`src/rtl/serial_adder_seq_pkg.sv`:
```
// Shared types and constants for the bit-serial adder.
package serial_adder_seq_pkg;

   localparam int DATA_W = 32;

   typedef enum logic [1:0] {
      IDLE = 2'd0,
      RUN  = 2'd1,
      DONE = 2'd2
   } state_t;

endpackage

```
`src/rtl/yAdder1.sv`:
```
// Combinational 1-bit full adder used as the serial adder's bit slice.
module yAdder1 (
   output logic z,
   output logic cOut,
   input  logic a,
   input  logic b,
   input  logic cin
);

   assign z    = a ^ b ^ cin;
   assign cOut = (a & b) | (cin & (a ^ b));

endmodule

```
`src/rtl/serial_adder_seq.sv`:
```
// Bit-serial adder: one operand bit pair per clock through yAdder1, with the
// carry held in a flip-flop between cycles and the sum shifted in LSB-first.
module serial_adder_seq
   import serial_adder_seq_pkg::*;
#(
   parameter int WIDTH = DATA_W
) (
   input  logic             clk,
   input  logic             rst,
   input  logic             start,
   input  logic [WIDTH-1:0] a,
   input  logic [WIDTH-1:0] b,
   input  logic             cin,
   output logic             busy,
   output logic             done,
   output logic [WIDTH-1:0] sum,
   output logic             cout,
   output logic             overflow
);

   localparam int            CW   = (WIDTH > 1) ? $clog2(WIDTH) : 1;
   localparam logic [CW-1:0] LAST = CW'(WIDTH - 1);

   state_t           state, state_d;
   logic [CW-1:0]    count;
   logic [WIDTH-1:0] a_sh, b_sh, s_sh, s_next;
   logic             carry, msb_cin;
   logic             z, c_out;
   logic             load, step, last;

   yAdder1 u_bit (
      .z    (z),
      .cOut (c_out),
      .a    (a_sh[0]),
      .b    (b_sh[0]),
      .cin  (carry)
   );

   // New sum bit enters at the MSB; written as a shift so WIDTH=1 needs no special case.
   assign s_next = (s_sh >> 1) | (WIDTH'(z) << (WIDTH - 1));

   // NOTE: sequential state uses non-blocking assignments so every register
   // samples pre-edge values regardless of statement order.
   always_ff @(posedge clk or posedge rst) begin
      if (rst) state <= IDLE;
      else     state <= state_d;
   end

   // NOTE: every combinational output is given a default first so no path
   // through the case can leave it unassigned and infer a latch.
   always_comb begin
      state_d = state;
      load    = 1'b0;
      step    = 1'b0;
      last    = 1'b0;
      case (state)
         IDLE: begin
            if (start) begin
               load    = 1'b1;
               state_d = RUN;
            end
         end
         RUN: begin
            step = 1'b1;
            if (count == LAST) begin
               last    = 1'b1;
               state_d = DONE;
            end
         end
         DONE: begin
            if (start) begin
               load    = 1'b1;
               state_d = RUN;
            end else begin
               state_d = IDLE;
            end
         end
         default: state_d = IDLE;
      endcase
   end

   // NOTE: the operand/sum shift registers are plain flops, not a memory, so
   // they are cleared by reset along with the result registers.
   always_ff @(posedge clk or posedge rst) begin
      if (rst) begin
         count   <= '0;
         carry   <= 1'b0;
         a_sh    <= '0;
         b_sh    <= '0;
         s_sh    <= '0;
         sum     <= '0;
         cout    <= 1'b0;
         msb_cin <= 1'b0;
      end else if (load) begin
         a_sh  <= a;
         b_sh  <= b;
         carry <= cin;
         count <= '0;
      end else if (step) begin
         a_sh  <= a_sh >> 1;
         b_sh  <= b_sh >> 1;
         s_sh  <= s_next;
         carry <= c_out;
         if (last) begin
            sum     <= s_next;
            cout    <= c_out;
            msb_cin <= carry;
         end else begin
            count <= count + CW'(1);
         end
      end
   end

   assign busy     = (state == RUN);
   assign done     = (state == DONE);
   // Signed overflow: carry into the MSB differs from carry out of it.
   assign overflow = msb_cin ^ cout;

endmodule
```
`config.mk`:
```
export PLATFORM = sky130hd
export DESIGN_NAME = serial_adder_seq
export DESIGN_NICKNAME = d
export VERILOG_FILES = /design/src/rtl/serial_adder_seq_pkg.sv /design/src/rtl/yAdder1.sv /design/src/rtl/serial_adder_seq.sv
export SDC_FILE = /design/constraint.sdc
export NUM_CORES = 1
export LEC_CHECK = 0
export ABC_AREA = 0
export CELL_PAD_IN_SITES_DETAIL_PLACEMENT = 1
export CELL_PAD_IN_SITES_GLOBAL_PLACEMENT = 1
export CORE_ASPECT_RATIO = 1.75
export CORE_UTILIZATION = 37
export DETAILED_ROUTE_END_ITERATION = 8
export PLACE_DENSITY_LB_ADDON = 0.15
export SYNTH_ARGS = -nofsm -noshare
export SYNTH_HDL_FRONTEND = slang
export SYNTH_SLANG_ARGS = --single-unit
```
`constraint.sdc`:
```
create_clock -name clk -period 4.9 [get_ports clk]
set_clock_uncertainty 0.1 [all_clocks]
set_input_delay 0.98 -clock clk [delete_from_list [all_inputs] [get_ports clk]]
set_output_delay 0.98 -clock clk [all_outputs]
set_load 0.01 [all_outputs]
```
==> reports/results.txt, run 1 <==
After clock tree synthesis, the clock-pin slew on the worst setup and hold paths is 0.06 ns. The met3 routing resource usage after global routing was 4.67%. STA puts the critical path data required time at 3.82 ns. Once detailed placement completed, the half-perimeter wirelength came to 8.44 mm. The area enclosed by the die boundary was 15900 sq um. The core region is 15000 sq um. For this run the aggregate overflow at the end of global routing stands at 0. The initial utilization of the core area, before any placement, comes to 38.0%. The run gives 0 as the number of antenna violations at the first check in global routing. Clock latency on the worst-skew pair, taken at its later pin, is 0.41 ns. In the final timing run, aggregate negative setup slack is 0 ns.

For this design, the sink count on the clock tree is 137. Worst min-delay path class: flip-flop to flip-flop. The run gives 0 as the quantity of hold-fixing buffers added after cts. During synthesis, Yosys emitted a total of 0 warnings. The last weighted congestion value of the routability-driven placer came out at 0.710.

Max-cap violations in this run came to 0. After synthesis, the cell types taking the most area are dfrtp_1 60%, nand2_1 8.8%, mux2_4 7.6%. TritonCTS built the clock tree. Entering global routing, the biggest net connects 118 pins.

Relative to the synthesized area, the layout overhead comes to 29.7%. For this run, the total global-route usage over all layers was measured as 18.8%. The antenna violation net count after detailed routing is 0, and the routed wire length per instance is 16.7 um. The run gives 0 as the number of design rule violations left after detail routing. The peak fanout along the critical path came out at 56. The via count of the first global-routing pass was 4690; the first-iteration detailed-routing DRC count was 143.

For flop-to-flop paths, the worst setup slack is 2.36 ns. For this run, the detailed router's first-pass iteration total came to 4. Leakage power figure: 3.47 nW. The synthesized netlist occupies a cell area of 5690 sq um. The design draws 4.44 mW. Yosys mapped the design onto 30 distinct sky130hd cell types.

Total routed wirelength: 13.6 mm. When the netlist entered floorplanning its net count stood at 599. Measured along the x axis, the die boundary spans 95.8 um. After layout, the worst path uses 65.9% of the clock period. Measured against its own limit, the worst slew margin works out to 27.6%.

Number of primary I/O pins: 104. For met2 alone, demand over resource in global routing was 32.2%. The register bit count reported by yosys works out to 137. The root buffer cell chosen for the clock tree is clkbuf_16. For this design the ratio of total power to cell area is 602 nW/um^2. Buffers inserted during clock tree synthesis total 17. The fraction of layout cells with a size suffix above 1 was 11.9%. Cell type with the largest total area after synthesis: dfrtp_1. Averaged over all synthesized cells, the footprint is 10.8 sq um. For the pin with the worst max-slew slack, the measured transition is 1.08 ns.

For the wire length of the first global-routing pass, the log shows 23.2 mm. The run gives 2.15 ns as the arrival time at the worst endpoint. Counting every instance in the synthesized netlist gives 528. The number of antenna diodes in the final layout is 0. The critical path is of the flip-flop to output port type. In the final design database the tool counted 686 nets. The minimum clock period after layout was 3.23 ns; the y dimension of the die was 166 um. The run gives 4 as the number of H-tree levels. The fraction of synthesized cell area taken by the top area cell type came out at 60.2%.

The clock passes through at most 2 buffers. The number of gates resized after CTS was 0. Port buffering added 103 buffers. The maximum operating frequency came out at 0.309 GHz. STA classifies the critical path endpoint as an output port.

Summing over every cut layer, the via total after detailed routing is 4200. The worst voltage drop across the vdd grid is 299 uV, and the number of failing setup endpoints in the final timing report is 0. The run gives 60.2% as the sequential fraction of the synthesis area. Critical path launch point type: a flip-flop. Using the TritonRoute via totals, the vias-per-cell ratio works out to 5.18. Across all setup checks in the final design, the least slack found is 1.67 ns. The number of setup buffers added after CTS is 0. The run gives 0 as the final-report hold violation count.

After global routing, the most crowded layer is met2. Setup repair after global routing left no endpoint under its margin. The run finished with clean final reports. For the number of core rows, the log shows 59.

The run gives 1.72 ns as the post-placement worst setup slack. The logs give 0 for the final number of max-transition violations and 22.6% for the global routing usage on met1.
-- flip-flops by register name (all words and copies together) (netlist names) --
signal	flops
a_sh	32
b_sh	32
sum	32
s_sh	31
count	5
state	2
carry	1
cout	1
msb_cin	1
-- per-stage QoR --
stage	cell area [sq um]	hold WS (ns)	utilization, %	cells
finish	7380	0.386	49.3	811
global route	7380	0.426	49.3	811
CTS	7380	0.391	49.3	811
detailed placement	6800	0.375	45.4	779
global placement	6800	0.364	45.4	779
floorplan	5690	0.345	-	528
-- path summary, 6_finish.rpt --
check	startpoint	endpoint	cells past startpoint
max	state[0]$_DFFE_PP0P_	busy	3
min reg2reg	s_sh[1]$_DFFE_PP0P_	s_sh[1]$_DFFE_PP0P_	2
min in group asynchronous	rst	sum[18]$_DFFE_PP0P_	2
max in group asynchronous	rst	a_sh[3]$_DFFE_PP0P_	3
max reg2reg	state[0]$_DFFE_PP0P_	b_sh[20]$_DFFE_PP0P_	5
min	s_sh[1]$_DFFE_PP0P_	s_sh[1]$_DFFE_PP0P_	2
-- placed cells by master (no fill, tap or decap) --
cell             Yosys  routed
a21oi_1              1       1
a22oi_1             33      33
a31oi_1              1       1
and3_1               1       1
buf_4                1       5
bufinv_16            0       2
clkbuf_1            12       2
clkbuf_16            0      17
clkdlybuf4s50_1      0     103
clkinv_2             0       1
clkinv_4             0       2
clkinvlp_4           0       5
dfrtp_1            137     137
fa_1                 1       1
ha_1                 2       2
inv_1                4       3
inv_4                1       1
inv_6                0       4
mux2_2               5       5
mux2_4              29      29
mux2i_1              1       1
nand2_1            133     133
nand2_4              1       1
nand2b_2             0       1
nand2b_4             0       1
nand3_1             36      36
nor2_1              31      31
nor2b_1              2       1
nor2b_4              0       1
nor3_1              29      29
o211ai_1             2       2
o21ai_0              3       3
o22ai_1             29      29
o31ai_1              2       2
or3b_1               1       1
xor2_1               1       1
-- cell type report --
type / count / area [sq um]
clock buffers: 19 / 433
clock inverters: 13 / 146
fillers: 1615 / 7600
inverters: 5 / 26.3
multi-input cells: 346 / 2050
flip-flops and latches: 137 / 3430
well taps: 183 / 229
repair buffers: 108 / 1070
-- critical path, cell delays in order, from the launching register on --
cell and delay [ns]:
dfrtp_1 0.54, nand2b_4 0.43, inv_4 0.21, clkdlybuf4s50_1 0.56
-- layer usage --
layer,share of wire [%],wire [um],vias up
met5,0,0,-
met4,1.3,180,0
li1,-,-,1976
met2,53,7200,82
met1,42,5680,2125
met3,3.6,489,17
-- cells in the mapped netlist --
cell and n:
a21oi_1 1, a22oi_1 33, a31oi_1 1, and3_1 1, buf_1 2, buf_2 21
buf_4 1, buf_6 4, clkbuf_1 12, dfrtp_1 137, fa_1 1, ha_1 2
inv_1 4, inv_4 1, mux2_2 5, mux2_4 29, mux2i_1 1, nand2_1 133
nand2_4 1, nand2b_1 2, nand3_1 36, nor2_1 31, nor2b_1 2, nor3_1 29
o211ai_1 2, o21ai_0 3, o22ai_1 29, o31ai_1 2, or3b_1 1, xor2_1 1
-- cells by family (layout without fill, tap and decap cells) --
kind of cell | after synthesis | count (layout) | synth area share [%]
DFF | 137 | 137 | 60.2
AOI/OAI and AO/OA | 71 | 71 | 8.53
muxes | 35 | 35 | 8.81
and+or+nand+nor | 236 | 236 | 17.4
xor gates and xnor gates | 1 | 1 | 0.154
adders and majority gates | 3 | 3 | 0.791
buffers and inverters | 45 | 145 | 4.07
-- report_power, final --
group          total [mW]  leakage [nW]  internal [mW]  switching, mW
combinational        1.29          1.45          0.618          0.670
sequential           1.89          1.75           1.59          0.302
clock                1.26         0.267          0.754          0.508
total                4.44          3.47           2.96           1.48
Note: power is estimated with default switching activity, not from simulation.
==> run 2, diff against run 1 <==
--- a/config.mk
+++ b/config.mk
@@ -9,7 +9,7 @@
 export CELL_PAD_IN_SITES_DETAIL_PLACEMENT = 1
 export CELL_PAD_IN_SITES_GLOBAL_PLACEMENT = 1
 export CORE_ASPECT_RATIO = 1.75
-export CORE_UTILIZATION = 37
+export CORE_UTILIZATION = 41
 export DETAILED_ROUTE_END_ITERATION = 8
 export PLACE_DENSITY_LB_ADDON = 0.15
 export SYNTH_ARGS = -nofsm -noshare
==> constraint.sdc (replaced) <==
create_clock -name clk -period 3.1 [get_ports clk]
set_clock_uncertainty 0.1 [all_clocks]
set_input_delay 0.62 -clock clk [delete_from_list [all_inputs] [get_ports clk]]
set_output_delay 0.62 -clock clk [all_outputs]
set_load 0.01 [all_outputs]
==> run 2 against run 1 <==
Net effect: combinational power up 60%; non-clock buffer count up 1; count of clock-buffer cells in the layout stayed put; die area shrank 9.6%; largest cell class unchanged; flip-flop and latch count unchanged; cell area increased by 1.7%; critical endpoint is now done; global-route usage up 2.0 points; routed wire length is 1.0% higher; first-iteration DRC count is 42% higher; utilization grew 6.6 points; worst hold slack better by 0.010 ns; sequential power is 58% higher.
==> reports/results.txt, run 2 (synthesis gave the netlist of run 1 again) <==
On the critical path the largest part of the delay comes from buffers and inverters. The clock buffer count from CTS is 17 (unchanged), and the worst voltage drop across the vdd grid is 397 uV (+33%). The y dimension of the die is 158 um (-4.9%). Critical path launch point type: a flip-flop. The run gives 0 (unchanged) as the number of setup buffers added after CTS. Power per unit of standard cell area: 989 nW/um^2 (+64%). Setup repair after global routing left no endpoint under its margin. The antenna diode count was 0 (unchanged); the area enclosed by the die boundary was 14400 sq um (-9.6%).

The most frequent standard cell in the layout excluding fill and tap cells is dfrtp_1. For the count of max-cap constraint violations, the log shows 0 (unchanged). Compared with the post-synthesis result, the final layout area differs by 31.9%.

The maximum operating frequency was 0.411 GHz. Maximum root-to-sink buffer count: 2 (unchanged). The flow ran to the end, and the final reports show no timing, DRC or antenna violations. The horizontal extent of the die works out to 91.1 um (-4.9%).

The clock period could shrink to 2.43 ns. The detailed-placement wirelength estimate was 8.15 mm (-3.5%); the via density per instance was 5.23 (+0.98%). Walking the worst path, the cells encountered are nor2b_1 > clkdlybuf4s50_1.

The final hold slack is 0.396 ns (+0.0102 ns), and the area of the core region is 13500 sq um (-10%). Post-place instance area: 6820 sq um (+0.29%). The post-layout net count is 687 (+0.15%). Number of core rows: 56 (-5.1%).

STA classifies the critical path endpoint as an output port. The slack of the critical path is 0.667 ns (-1.00 ns), and the required time of the critical path is 2.38 ns (-1.44 ns). The run gives 20.8% (+2.0 points) as the aggregate global-route resource usage.

The number of failing setup endpoints in the final timing report was 0 (unchanged). The sum of negative setup slack is 0 ns (unchanged), and the sum of routed wire segments on met1 is 5.77 mm (+1.6%). TritonCTS built the clock tree. The leakage power figure was 3.54 nW (+2.0%). Total of fill cells in the finished design: 1453 (-10%). The routed wire length per instance is 17.1 um (+2.3%). For the total of cells resized after clock tree synthesis, the log shows 0 (unchanged).

The logs give 42.3% (+4.3 points) for the initial cell density of the core and 0 (unchanged) for the antenna violation net count after detailed routing. The worst stage delay on the critical path works out to 0.57 ns (about the same). Post-placement worst setup slack: 0.617 ns (-1.10 ns). Via count of the first global-routing pass: 4599 (-1.9%).

The arrival time at the worst endpoint was 1.71 ns (-0.44 ns); the CTS clock-pin slew for the worst setup and hold paths was 0.06 ns (about the same). The fraction of layout cells with a size suffix above 1 is 12.0% (+0.019 points). Detailed-routing iteration count for the pre-antenna-repair pass: 4 (unchanged).

The post-route fraction of the period consumed by the critical path is 78.5%, and the routed length on met2 is 7.37 mm (+2.3%). The tools report the last weighted congestion value of the routability-driven placer as 0.722 (+1.7%). The met3 wire length was 439 um (-10%). The residual overflow from global routing was 0 (unchanged); the final number of max-transition violations was 0 (unchanged). The largest registers in the layout are a_sh: 32 flops, b_sh: 32 flops, sum: 32 flops.

Sum of buffers and inverters on the critical path: 1 (-1). The tools report the final-report hold violation count as 0 (unchanged). The number of antenna violations at the first check in global routing was 0 (unchanged). The first-iteration detailed-routing DRC count was 203 (+42%). For the overall via count from detail_route, the log shows 4189 (-0.26%). Transition time of the tightest slew-check pin: 1.03 ns (-0.0521 ns).

Clock net sink count: 137 (unchanged). The tools report the number of primary I/O pins as 104 (unchanged). The worst max-slew margin expressed relative to the limit was 31.2% (+3.6 points).

The number of H-tree levels is 4 (unchanged). The number of design rule violations left after detail routing was 0 (unchanged). The highest metal layer used by the detailed router was met4. The total of buffers placed on input and output ports is 103 (unchanged), and the total power of the final layout is 7.43 mW (+67%). For the area of all placed cells without fillers, the log shows 7510 sq um (+1.7%). In the layout the commonest cells are 137 x dfrtp_1, 133 x nand2_1, 103 x clkdlybuf4s50_1, 36 x nand3_1, 33 x a22oi_1. Quantity of hold-fixing buffers added after cts: 0 (unchanged).

Among all stages on the critical path, the largest delay is contributed by clkdlybuf4s50_1. The worst min-delay path class was flip-flop to flip-flop. For the pin count of the biggest net entering global routing, the log shows 138 (+17%). The worst setup path category is flip-flop to output port.

The latest clock arrival within the worst-skew pair is 0.42 ns (about the same). The clock root buffer was clkbuf_16. The total routed wirelength was 13.7 mm (+1.0%). The peak fanout along the critical path is 5 (-91%), and the wire length of the first global-routing pass is 23.3 mm (+0.63%).
[run 2: worst paths after layout]
kind                            cells after the start            startpoint  slack (ns)                   end
min in group asynchronous                           3                   rst        0.63   sum[17]$_DFFE_PP0P_
worst max register to register                      5  count[0]$_DFFE_PP0P_        0.92   sum[28]$_DFFE_PP0P_
max in group asynchronous                           3                   rst        1.65  s_sh[23]$_DFFE_PP0P_
worst max-delay path                                2  state[0]$_DFFE_PP0P_        0.67                  done
worst min register to register                      2  s_sh[14]$_DFFE_PP0P_        0.40  s_sh[13]$_DFFE_PP0P_
worst min-delay path                                2  s_sh[14]$_DFFE_PP0P_        0.40  s_sh[13]$_DFFE_PP0P_
[run 2: stage by stage]
stage | util [%] | instances
2_1_floorplan | - | 528
3_3_place_gp | 50.7 | 771
3_5_place_dp | 50.7 | 771
4_1_cts | 55.8 | 801
5_1_grt | 55.8 | 801
6_report | 55.8 | 801
[run 2: area by class of cell]
class | count | area (sq um) | area share, %
sequential | 137 | 3430 | 45.7
multi-input combinational | 346 | 2050 | 27.3
clock inverter | 11 | 244 | 3.25
clock buffer | 19 | 443 | 5.90
inverter | 5 | 25.0 | 0.333
timing repair buffer | 109 | 1100 | 14.7
tap | 174 | 218 | 2.90
[run 2: worst min-delay path, cell delays in order, from the launching register on]
cell and delay [ns]:
dfrtp_1 0.36, nand2_1 0.06, nand2_1 0.05
[run 2: layer usage]
| metal | up-vias | global-route usage, % |
|---|---|---|
| met5 | - | 0 |
| met2 | 76 | 36.8 |
| li1 | 1985 | - |
| met1 | 2121 | 24.8 |
| met4 | 0 | 6.58 |
| met3 | 7 | 5.09 |
[run 2: report_power, final]
group,switching (mW),internal [mW],leakage [nW]
logic,1.07,0.988,1.46
registers,0.472,2.51,1.75
clock network,0.774,1.61,0.330
